## src/rtl/whack_pkg.sv

```systemverilog
// whack_pkg: state encoding and timing tables for the mole scheduler.
// Difficulty tables are indexed 0 (easy) .. 3 (hardest), values in ms.
package whack_pkg;

   localparam int NUM_HOLES_DEF = 4;
   localparam int MS_W = 11;

   typedef enum logic [1:0] {
      S_IDLE = 2'd0,
      S_GAP  = 2'd1,
      S_UP   = 2'd2,
      S_HIT  = 2'd3
   } state_t;

   localparam logic [3:0][MS_W-1:0] GAP_MS =
      {11'd200, 11'd300, 11'd400, 11'd500};
   localparam logic [3:0][MS_W-1:0] UP_MS =
      {11'd400, 11'd600, 11'd900, 11'd1200};
   localparam logic [MS_W-1:0] HIT_MS = 11'd150;

endpackage

```

## src/rtl/whack_lfsr.sv

```systemverilog
// whack_lfsr: 8-bit Fibonacci LFSR, taps 8,6,5,4 (maximal length).
// Steps once per clock while en is high; exposes the two low bits.
module whack_lfsr #(
   parameter logic [7:0] SEED = 8'hA5
) (
   input  logic       clk,
   input  logic       rst_n,
   input  logic       en,
   output logic [1:0] rnd
);

   logic [7:0] q;
   logic       fb;

   assign fb  = q[7] ^ q[5] ^ q[4] ^ q[3];
   assign rnd = q[1:0];

   // Shift register; a nonzero seed keeps it out of the lock-up state
   always_ff @(posedge clk or negedge rst_n) begin
      if (!rst_n)  q <= SEED;
      else if (en) q <= {q[6:0], fb};
   end

endmodule

```

## src/rtl/mole_scheduler.sv

```systemverilog
// mole_scheduler: pops one mole at a time, times it, reports hit/miss.
// Define WHACK_PENALTY_EN to pulse penalty_pulse on wrong-hole presses.
module mole_scheduler
   import whack_pkg::*;
#(
   parameter int         NUM_HOLES = NUM_HOLES_DEF,
   parameter logic [7:0] LFSR_SEED = 8'hA5
) (
   input  logic                 clk,
   input  logic                 rst_n,
   input  logic                 enable,
   input  logic                 tick_ms,
   input  logic [1:0]           difficulty,
   input  logic [NUM_HOLES-1:0] hit_btn,
   output logic [NUM_HOLES-1:0] mole_led,
   output logic                 score_inc,
   output logic                 miss_pulse,
   output logic                 penalty_pulse
);

   state_t               state_q, state_d;
   logic [MS_W-1:0]      cnt_q, lim;
   logic [1:0]           diff_q, hole_q, hole_d, rnd, pick;
   logic                 last_tick, hit;
   logic [NUM_HOLES-1:0] oh_q, led_d;
   logic                 score_d, miss_d;

   whack_lfsr #(.SEED(LFSR_SEED)) u_lfsr (
      .clk   (clk),
      .rst_n (rst_n),
      .en    (enable),
      .rnd   (rnd)
   );

   assign oh_q = {{(NUM_HOLES-1){1'b0}}, 1'b1} << hole_q;
   assign pick = (rnd == hole_q) ? rnd + 2'd1 : rnd;
   assign hit  = (state_q == S_UP) && hit_btn[hole_q];
   assign last_tick = tick_ms && (cnt_q == lim - 11'd1);

   // Duration of the current state; gap follows the live difficulty
   always_comb begin
      lim = HIT_MS;
      unique case (1'b1)
         state_q == S_GAP: lim = GAP_MS[difficulty];
         state_q == S_UP:  lim = UP_MS[diff_q];
         default:          lim = HIT_MS;
      endcase
   end

   // State register
   always_ff @(posedge clk or negedge rst_n) begin
      if (!rst_n) state_q <= S_IDLE;
      else        state_q <= state_d;
   end

   // Next state; dropping enable forces idle from anywhere
   always_comb begin
      state_d = state_q;
      if (!enable) begin
         state_d = S_IDLE;
      end else begin
         unique case (state_q)
            S_IDLE: state_d = S_GAP;
            S_GAP:  if (last_tick) state_d = S_UP;
            S_UP: begin
               if (hit)            state_d = S_HIT;
               else if (last_tick) state_d = S_GAP;
            end
            S_HIT:  if (last_tick) state_d = S_GAP;
         endcase
      end
   end

   // Output decode, one cycle ahead of the registered outputs
   always_comb begin
      hole_d = hole_q;
      if (state_q == S_GAP && state_d == S_UP) hole_d = pick;
      led_d = '0;
      if (state_d == S_UP) led_d[hole_d] = 1'b1;
      score_d = (state_q == S_UP) && (state_d == S_HIT);
      miss_d  = (state_q == S_UP) && (state_d == S_GAP);
   end

   // Ms counter, cleared on every state change and while idle
   always_ff @(posedge clk or negedge rst_n) begin
      if (!rst_n)
         cnt_q <= '0;
      else if (state_d != state_q || state_q == S_IDLE)
         cnt_q <= '0;
      else if (tick_ms)
         cnt_q <= cnt_q + 11'd1;
   end

   // Hole and difficulty captured when a mole pops up
   always_ff @(posedge clk or negedge rst_n) begin
      if (!rst_n) begin
         hole_q <= 2'd0;
         diff_q <= 2'd0;
      end else if (state_q == S_GAP && state_d == S_UP) begin
         hole_q <= hole_d;
         diff_q <= difficulty;
      end
   end

   // Registered outputs
   always_ff @(posedge clk or negedge rst_n) begin
      if (!rst_n) begin
         mole_led   <= '0;
         score_inc  <= 1'b0;
         miss_pulse <= 1'b0;
      end else begin
         mole_led   <= led_d;
         score_inc  <= score_d;
         miss_pulse <= miss_d;
      end
   end

`ifdef WHACK_PENALTY_EN
   logic pen_d;

   assign pen_d = enable && (state_q == S_UP) && !hit &&
                  (|(hit_btn & ~oh_q));

   // Wrong-hole press in UP, suppressed when the right hole is also hit
   always_ff @(posedge clk or negedge rst_n) begin
      if (!rst_n) penalty_pulse <= 1'b0;
      else        penalty_pulse <= pen_d;
   end
`else
   assign penalty_pulse = 1'b0;
`endif

endmodule

```

## config.mk

```make
export PLATFORM = sky130hd
export DESIGN_NAME = mole_scheduler
export DESIGN_NICKNAME = d
export VERILOG_FILES = /design/src/rtl/whack_pkg.sv /design/src/rtl/whack_lfsr.sv /design/src/rtl/mole_scheduler.sv
export SDC_FILE = /design/constraint.sdc
export NUM_CORES = 1
export LEC_CHECK = 0
export CORE_MARGIN = 1
export CORE_UTILIZATION = 62
export CTS_CLUSTER_DIAMETER = 40
export DETAILED_ROUTE_END_ITERATION = 16
export GPL_ROUTABILITY_DRIVEN = 0
export PLACE_DENSITY = 0.83
export SETUP_SLACK_MARGIN = 0.1
export SYNTH_ARGS = -nofsm -noshare
export SYNTH_HDL_FRONTEND = slang
export SYNTH_SLANG_ARGS = --single-unit
export TNS_END_PERCENT = 50
```

## constraint.sdc

```tcl
create_clock -name clk -period 7.5 [get_ports clk]
set_input_delay 1.125 -clock clk [delete_from_list [all_inputs] [get_ports clk]]
set_output_delay 1.125 -clock clk [all_outputs]
set_load 0.02 [all_outputs]
```

Word level (Yosys, flattened, before mapping)
Index checks and enable logic that the tools add are counted.
{"block": "totals", "ff_bits": 31, "input_bits": 10, "elab_cells": 56}
{"block": "classes", "add_sub_neg": 3, "n_lt_le_gt_ge": 5, "n_eq_ne": 9, "muxes": 19, "bitwise_logic": 3, "n_reduce_logical": 9}
{"cell": "$bmux 11 s2", "count": 2}
{"cell": "$mux 11", "count": 4}
{"cell": "$pmux 11 s2", "count": 1}
{"cell": "$lt 2x3->1 const B", "count": 4}
{"cell": "$mux 2", "count": 6}
{"cell": "$add 11x1->11 const B", "count": 1}
{"cell": "$eq 11x11->1", "count": 1}
{"cell": "$sub 11x1->11 const B", "count": 1}
{"cell": "$eq 2x2->1 const B", "count": 4}
{"cell": "$pmux 2 s4", "count": 1}
{"cell": "$logic_and 1x1->1", "count": 6}
{"cell": "$eq 2x1->1 const B", "count": 2}
{"cell": "$mux 4", "count": 1}
{"cell": "$xor 1x1->1", "count": 3}
{"cell": "$add 2x1->2 const B", "count": 1}
{"cell": "$bmux 1 s2", "count": 1}
{"cell": "$demux 1 s2", "count": 1}
{"cell": "$eq 2x2->1", "count": 1}
{"cell": "$ge 2x1->1 const B", "count": 1}
{"cell": "$logic_not 2->1", "count": 1}
{"cell": "$mux 1", "count": 2}
{"cell": "$ne 2x2->1", "count": 1}
{"cell": "$reduce_bool 2->1", "count": 1}
{"cell": "$logic_or 1x1->1", "count": 1}

Logic depth before layout (Yosys ltp)
{"block": "logic_depth", "depth_word": 18, "ltp_mapped": 15, "ltp_nobuf": 13}

By module
From an unflattened synthesis, not the netlist that was laid out.
{"block": "hier_totals", "hier_cells": 249, "area_unflattened_um2": 2346.0}
{"mod": "mole_scheduler", "instances": 1, "cells_per_inst": 226, "area_per_inst_um2": 2006.9, "seq_area_each_um2": 575.6}
{"mod": "whack_lfsr", "instances": 1, "cells_per_inst": 23, "area_per_inst_um2": 339.1, "seq_area_each_um2": 205.2}

Worst setup path before layout
OpenSTA, ideal clock, no wires.
{"block": "synth_timing", "kind": "input-to-reg", "from": "input difficulty[0]", "to": "register hole_q[0]", "setup_time_ps": 128, "arrival_ps": 3875, "required_ps": 7372, "setup_slack_ps": 3497, "cell_stages": 12, "path_buffers": 0, "cell_sequence": "inv_1 -> ha_1 -> o21ai_2 -> and3_1 -> ha_1 -> nand3_1 -> nor4_4 -> xor2_1 -> mux2_2 -> o211a_2 -> mux2i_1 -> mux2_1"}
{"block": "synth_via", "elab_chain_len": 13, "elab_cells_between_ends": 14, "cone_classes": "add/sub: 1; eq/ne: 2; mux: 9; reduce/logical: 2"}
{"item": "from (decl)", "line": "mole_scheduler.sv:13", "rtl": "input logic [1:0] difficulty,"}
{"item": "$bmux 11 s2 *", "line": "mole_scheduler.sv:44", "rtl": "state_q == S_GAP: lim = GAP_MS[difficulty];"}
{"item": "$mux 11 (implied by the code) *", "line": "mole_scheduler.sv:44"}
{"item": "$pmux 11 s2 *", "line": "mole_scheduler.sv:43", "rtl": "unique case (1'b1)"}
{"item": "$sub 11x1->11 *", "line": "mole_scheduler.sv:38", "rtl": "assign last_tick = tick_ms && (cnt_q == lim - 11'd1);"}
{"item": "$eq 11x11->1 *", "line": "mole_scheduler.sv:38"}
{"item": "$logic_and 1x1->1 *", "line": "mole_scheduler.sv:38"}
{"item": "$mux 2", "line": "mole_scheduler.sv:67, mole_scheduler.sv:69"}
{"item": "$mux 2", "line": "mole_scheduler.sv:66", "rtl": "if (hit) state_d = S_HIT;"}
{"item": "$pmux 2 s4 *", "line": "mole_scheduler.sv:62", "rtl": "unique case (state_q)"}
{"item": "$mux 2 *", "line": "mole_scheduler.sv:59", "rtl": "if (!enable) begin"}
{"item": "$eq 2x2->1 *", "line": "mole_scheduler.sv:77, mole_scheduler.sv:99"}
{"item": "$logic_and 1x1->1 *", "line": "mole_scheduler.sv:77, mole_scheduler.sv:99"}
{"item": "$mux 2", "line": "mole_scheduler.sv:77", "rtl": "if (state_q == S_GAP && state_d == S_UP) hole_d = pick;"}
{"item": "to (signal assigned)", "line": "mole_scheduler.sv:100", "rtl": "hole_q <= hole_d;"}
{"item": "to (decl)", "line": "mole_scheduler.sv:23", "rtl": "logic [1:0] diff_q, hole_q, hole_d, rnd, pick;"}
Mark *: on every way between the ends. The rest lies on a longest branch, timed or not. The select of a mux whose other input is x is not followed.
A chain may end at the register's enable or synchronous reset.

Final worst setup path
{"block": "layout_timing", "from": "input difficulty[1]", "to": "register cnt_q[0]"}
{"block": "layout_via", "elab_chain_len": 13, "elab_cells_between_ends": 15, "cone_classes": "add/sub: 1; eq/ne: 2; mux: 9; reduce/logical: 3"}
{"item": "$bmux 11 s2 *", "line": "mole_scheduler.sv:44"}
{"item": "$mux 11 (implied by the code) *", "line": "mole_scheduler.sv:44"}
{"item": "$pmux 11 s2 *", "line": "mole_scheduler.sv:43"}
{"item": "$sub 11x1->11 *", "line": "mole_scheduler.sv:38"}
{"item": "$eq 11x11->1 *", "line": "mole_scheduler.sv:38"}
{"item": "$logic_and 1x1->1 *", "line": "mole_scheduler.sv:38"}
{"item": "$mux 2", "line": "mole_scheduler.sv:67, mole_scheduler.sv:69"}
{"item": "$mux 2", "line": "mole_scheduler.sv:66"}
{"item": "$pmux 2 s4 *", "line": "mole_scheduler.sv:62"}
{"item": "$mux 2 *", "line": "mole_scheduler.sv:59"}
{"item": "$ne 2x2->1 *", "line": "mole_scheduler.sv:88", "rtl": "else if (state_d != state_q || state_q == S_IDLE)"}
{"item": "$logic_or 1x1->1 *", "line": "mole_scheduler.sv:88"}
{"item": "$mux 11 / $reduce_bool 2->1 (equally long branches)"}
{"item": "to (signal assigned)", "line": "mole_scheduler.sv:91", "rtl": "cnt_q <= cnt_q + 11'd1;"}
{"item": "to (decl)", "line": "mole_scheduler.sv:22", "rtl": "logic [MS_W-1:0] cnt_q, lim;"}
Marked as above.

==> summary.txt <==
Critical path
  – Required @ worst endpoint: 7.68 ns
  – Nature of the critical path endpoint: flip-flop
  – Kind of critical path: in -> reg
  – Setup crit start kind: input port
  – Worst Path Max Fanout: 12
  – Arrival @ worst endpoint: 5.25 ns

Routing
  – Via density: 6.21
  – Via count: 2,075
  – DR WL/cell: 15.9 um
  – # DRC: 0
  – Antenna viol nets, final: 0
  – DR pass1 iterations: 4
  – DRT Wirelength: 5320 um
  – Detailed router's first-iteration violation count: 151

Synthesis
  – Gate Count Post-Synth: 279
  – YS warnings: 0
  – Asr flop ratio synth: 1.00
  – Synthesis-stage register bit count: 31
  – Syn Area/Cell: 8.97 um2
  – Cell Area, Synth: 2500 um2
  – Synth cell types: 57
  – Register area share after synthesis: 0.312
  – Ys flop type: dfrtp_1
  – Post-synthesis net count: 304
  – Post-synth EDFFs: 0

Clock tree
  – Worst skew pair latency: 0.29 ns
  – # Post-CTS Setup Buffers: 0
  – CTS buffer count: 5
  – Quantity of gates resized following cts: 0
  – Clk pin slew, worst setup/hold paths: 0.06 ns
  – Clock Sinks: 31
  – Clock buffer depth: 2
  – Root Buffer: clkbuf_8
  – Htree depth: 2
  – CTS tree: built
  – CTS Hold Buffers Added: 0

Timing
  – Final Cycle Share: 0.677
  – Setup TNS: 0 ns
  – Max Slew Vio Count: 0
  – Slew margin rel.: 0.298
  – RSZ-0062 raised after global routing: no
  – Fmax: 0.197 GHz
  – Final setup violating endpoints: 0
  – Slew at the pin closest to its max-slew limit: 1.05 ns
  – Hold Vio Cnt, Final: 0
  – Clock skew after layout: 0.0103 ns
  – Min cycle time layout: 5.08 ns

Pwr
  – Sw Share: 0.313
  – Clock share of power: 0.268
  – Int Power: 326 uW
  – Reg power frac: 0.480
  – Sw Pwr: 148 uW
  – LEAKAGE: 0.00110 uW
  – Pwr/cell area: 174 nW/um2
  – Combinational share of power: 0.251
  – Max VDD drop: 0.209 mV

Floorplan
  – Die width: 65.5 um
  – CORE AREA: 3770 um2
  – Initial core utilization: 0.664
  – Io pins: 17
  – Die height: 65.5 um
  – Die area: 4300 um2
  – Row cnt: 22

Global routing
  – Total GRT Usage: 0.282
  – Pin count of the biggest net entering global routing: 32
  – Met1 usage: 0.379
  – Grt total ovfl: 0
  – Met3 Usage GRT: 0.0608
  – Antenna violations before repair: 0
  – Most Crowded Layer GR: met2
  – First-pass GRT wire length: 9180 um
  – Vias in the first global route: 1,999
  – Met2 global-route usage: 0.447

Cells and area
  – Commonest cells after routing, fill and taps aside: dfrtp_1 (27), nand2_1 (22), nor2_1 (21)
  – Layout Nets: 310
  – Most common cell after layout, fill and taps aside: dfrtp_1
  – Share of post-route cells with drive strength above 1: 0.129
  – Area growth from synthesis to layout: 8.75%
  – Fin cells: 334
  – ANT cells: 0

Placed design
  – Number of I/O port buffers: 15
  – DP Cell Count: 326
  – Detailed placer's ending HPWL: 3930 um

Min path
  – Hold Crit Class: reg -> reg

Run status
  – Status: complete, no violations

Flow run
  – Total of max-cap violations: 0
registers in the layout (all words and copies together), names as in the netlist:
name        cells
mole_led        4
score_inc       1
diff_q          2
state_q         2
miss_pulse      1
hole_q          2
u_lfsr.q        8
cnt_q          11
layout make-up:
type | instances | area (um2)
fillers | 293 | 1050
flip-flops and latches | 31 | 781
clock buffers | 7 | 76.3
repair buffers | 16 | 158
clock inverters | 1 | 5.00
multi-input cells | 217 | 1590
well taps | 48 | 60.1
inverters | 14 | 52.6
kinds of logic after synthesis:
group,synth area share
simple gates,0.217
compound gates,0.176
flops,0.312
buf+inv,0.0530
xor+xnor,0.0840
mux,0.0820
fa+ha+maj,0.0750
other cells,0.00150
power groups by stage:
stage | logic (uW) | registers (uW) | clock network [uW]
after floorplan | 110 | 213 | 0
after global placement | 115 | 230 | 0
after global routing | 131 | 234 | 137
after CTS | 120 | 228 | 129
final | 119 | 228 | 127
after detailed placement | 120 | 231 | 0
layer usage:
metal	vias up	wire length, um
li1	1018	-
met1	996	2460
met3	8	281
met5	-	0
met4	0	78
met2	53	2500
critical path, cell delays in order:
cell and delay (ns):
clkdlybuf4s50_1 0.56, inv_1 0.08, ha_1 0.19, o21ai_2 0.21, and3_1 0.20, ha_1 0.19, nand3_1 0.15, nor4_4 0.39
xor2_1 0.19, mux2_2 0.38, o211ai_1 0.72, a21oi_1 0.47, nor4_1 0.38
synthesized netlist by cell type, types with 2 or more instances:
library cell	instances	share of area
o211ai_1	2	0.0060
o21ai_0	15	0.030
and4_1	2	0.0070
o22ai_1	2	0.0050
buf_4	2	0.0060
inv_2	3	0.0045
nand4_1	8	0.020
mux2_2	9	0.040
and3_1	4	0.010
clkbuf_1	13	0.019
nor3_1	17	0.034
nor4_1	3	0.0075
nand3_1	6	0.012
o31a_1	2	0.0070
nand2_1	22	0.033
a21oi_1	11	0.022
nand2b_1	6	0.015
dfstp_2	4	0.042
a2111oi_2	2	0.012
a2111oi_0	2	0.0070
a31oi_1	2	0.0050
or3_1	2	0.0050
o221ai_2	2	0.012
xor2_1	11	0.038
ha_1	15	0.075
dfrtp_1	27	0.27
o2111ai_1	3	0.010
mux2i_1	7	0.028
inv_1	11	0.016
and2_1	3	0.0075
nor2_1	21	0.031
xnor2_1	13	0.045
a211oi_1	3	0.0090
metrics by stage:
stage	hold slack (ns)	total power [uW]	setup WS [ns]	utilization	area [um2]
2_1_floorplan	0.475	324	3.50	-	2500
3_3_place_gp	0.481	345	2.40	0.700	2640
3_5_place_dp	0.502	351	2.25	0.700	2640
4_1_cts	0.516	478	2.51	0.722	2720
5_1_grt	0.560	502	2.15	0.722	2720
6_report	0.509	475	2.42	0.722	2720
final timing paths:
kind / slack (ns) / cells past startpoint / to / startpoint
worst max-delay path: 2.42 / 13 / cnt_q[0]$_DFFE_PN0P_ / difficulty[1]
worst min-delay path: 0.51 / 1 / u_lfsr.q[7]$_DFFE_PN1P_ / u_lfsr.q[6]$_DFFE_PN0P_
worst max register to register: 3.06 / 12 / cnt_q[0]$_DFFE_PN0P_ / state_q[1]$_DFF_PN0_
worst min register to register: 0.51 / 1 / u_lfsr.q[7]$_DFFE_PN1P_ / u_lfsr.q[6]$_DFFE_PN0P_
max in group asynchronous: 5.92 / 2 / u_lfsr.q[7]$_DFFE_PN1P_ / rst_n
min in group asynchronous: 1.24 / 2 / mole_led[3]$_DFF_PN0_ / rst_n
No activity file was read; power rests on OpenSTA's default activity.
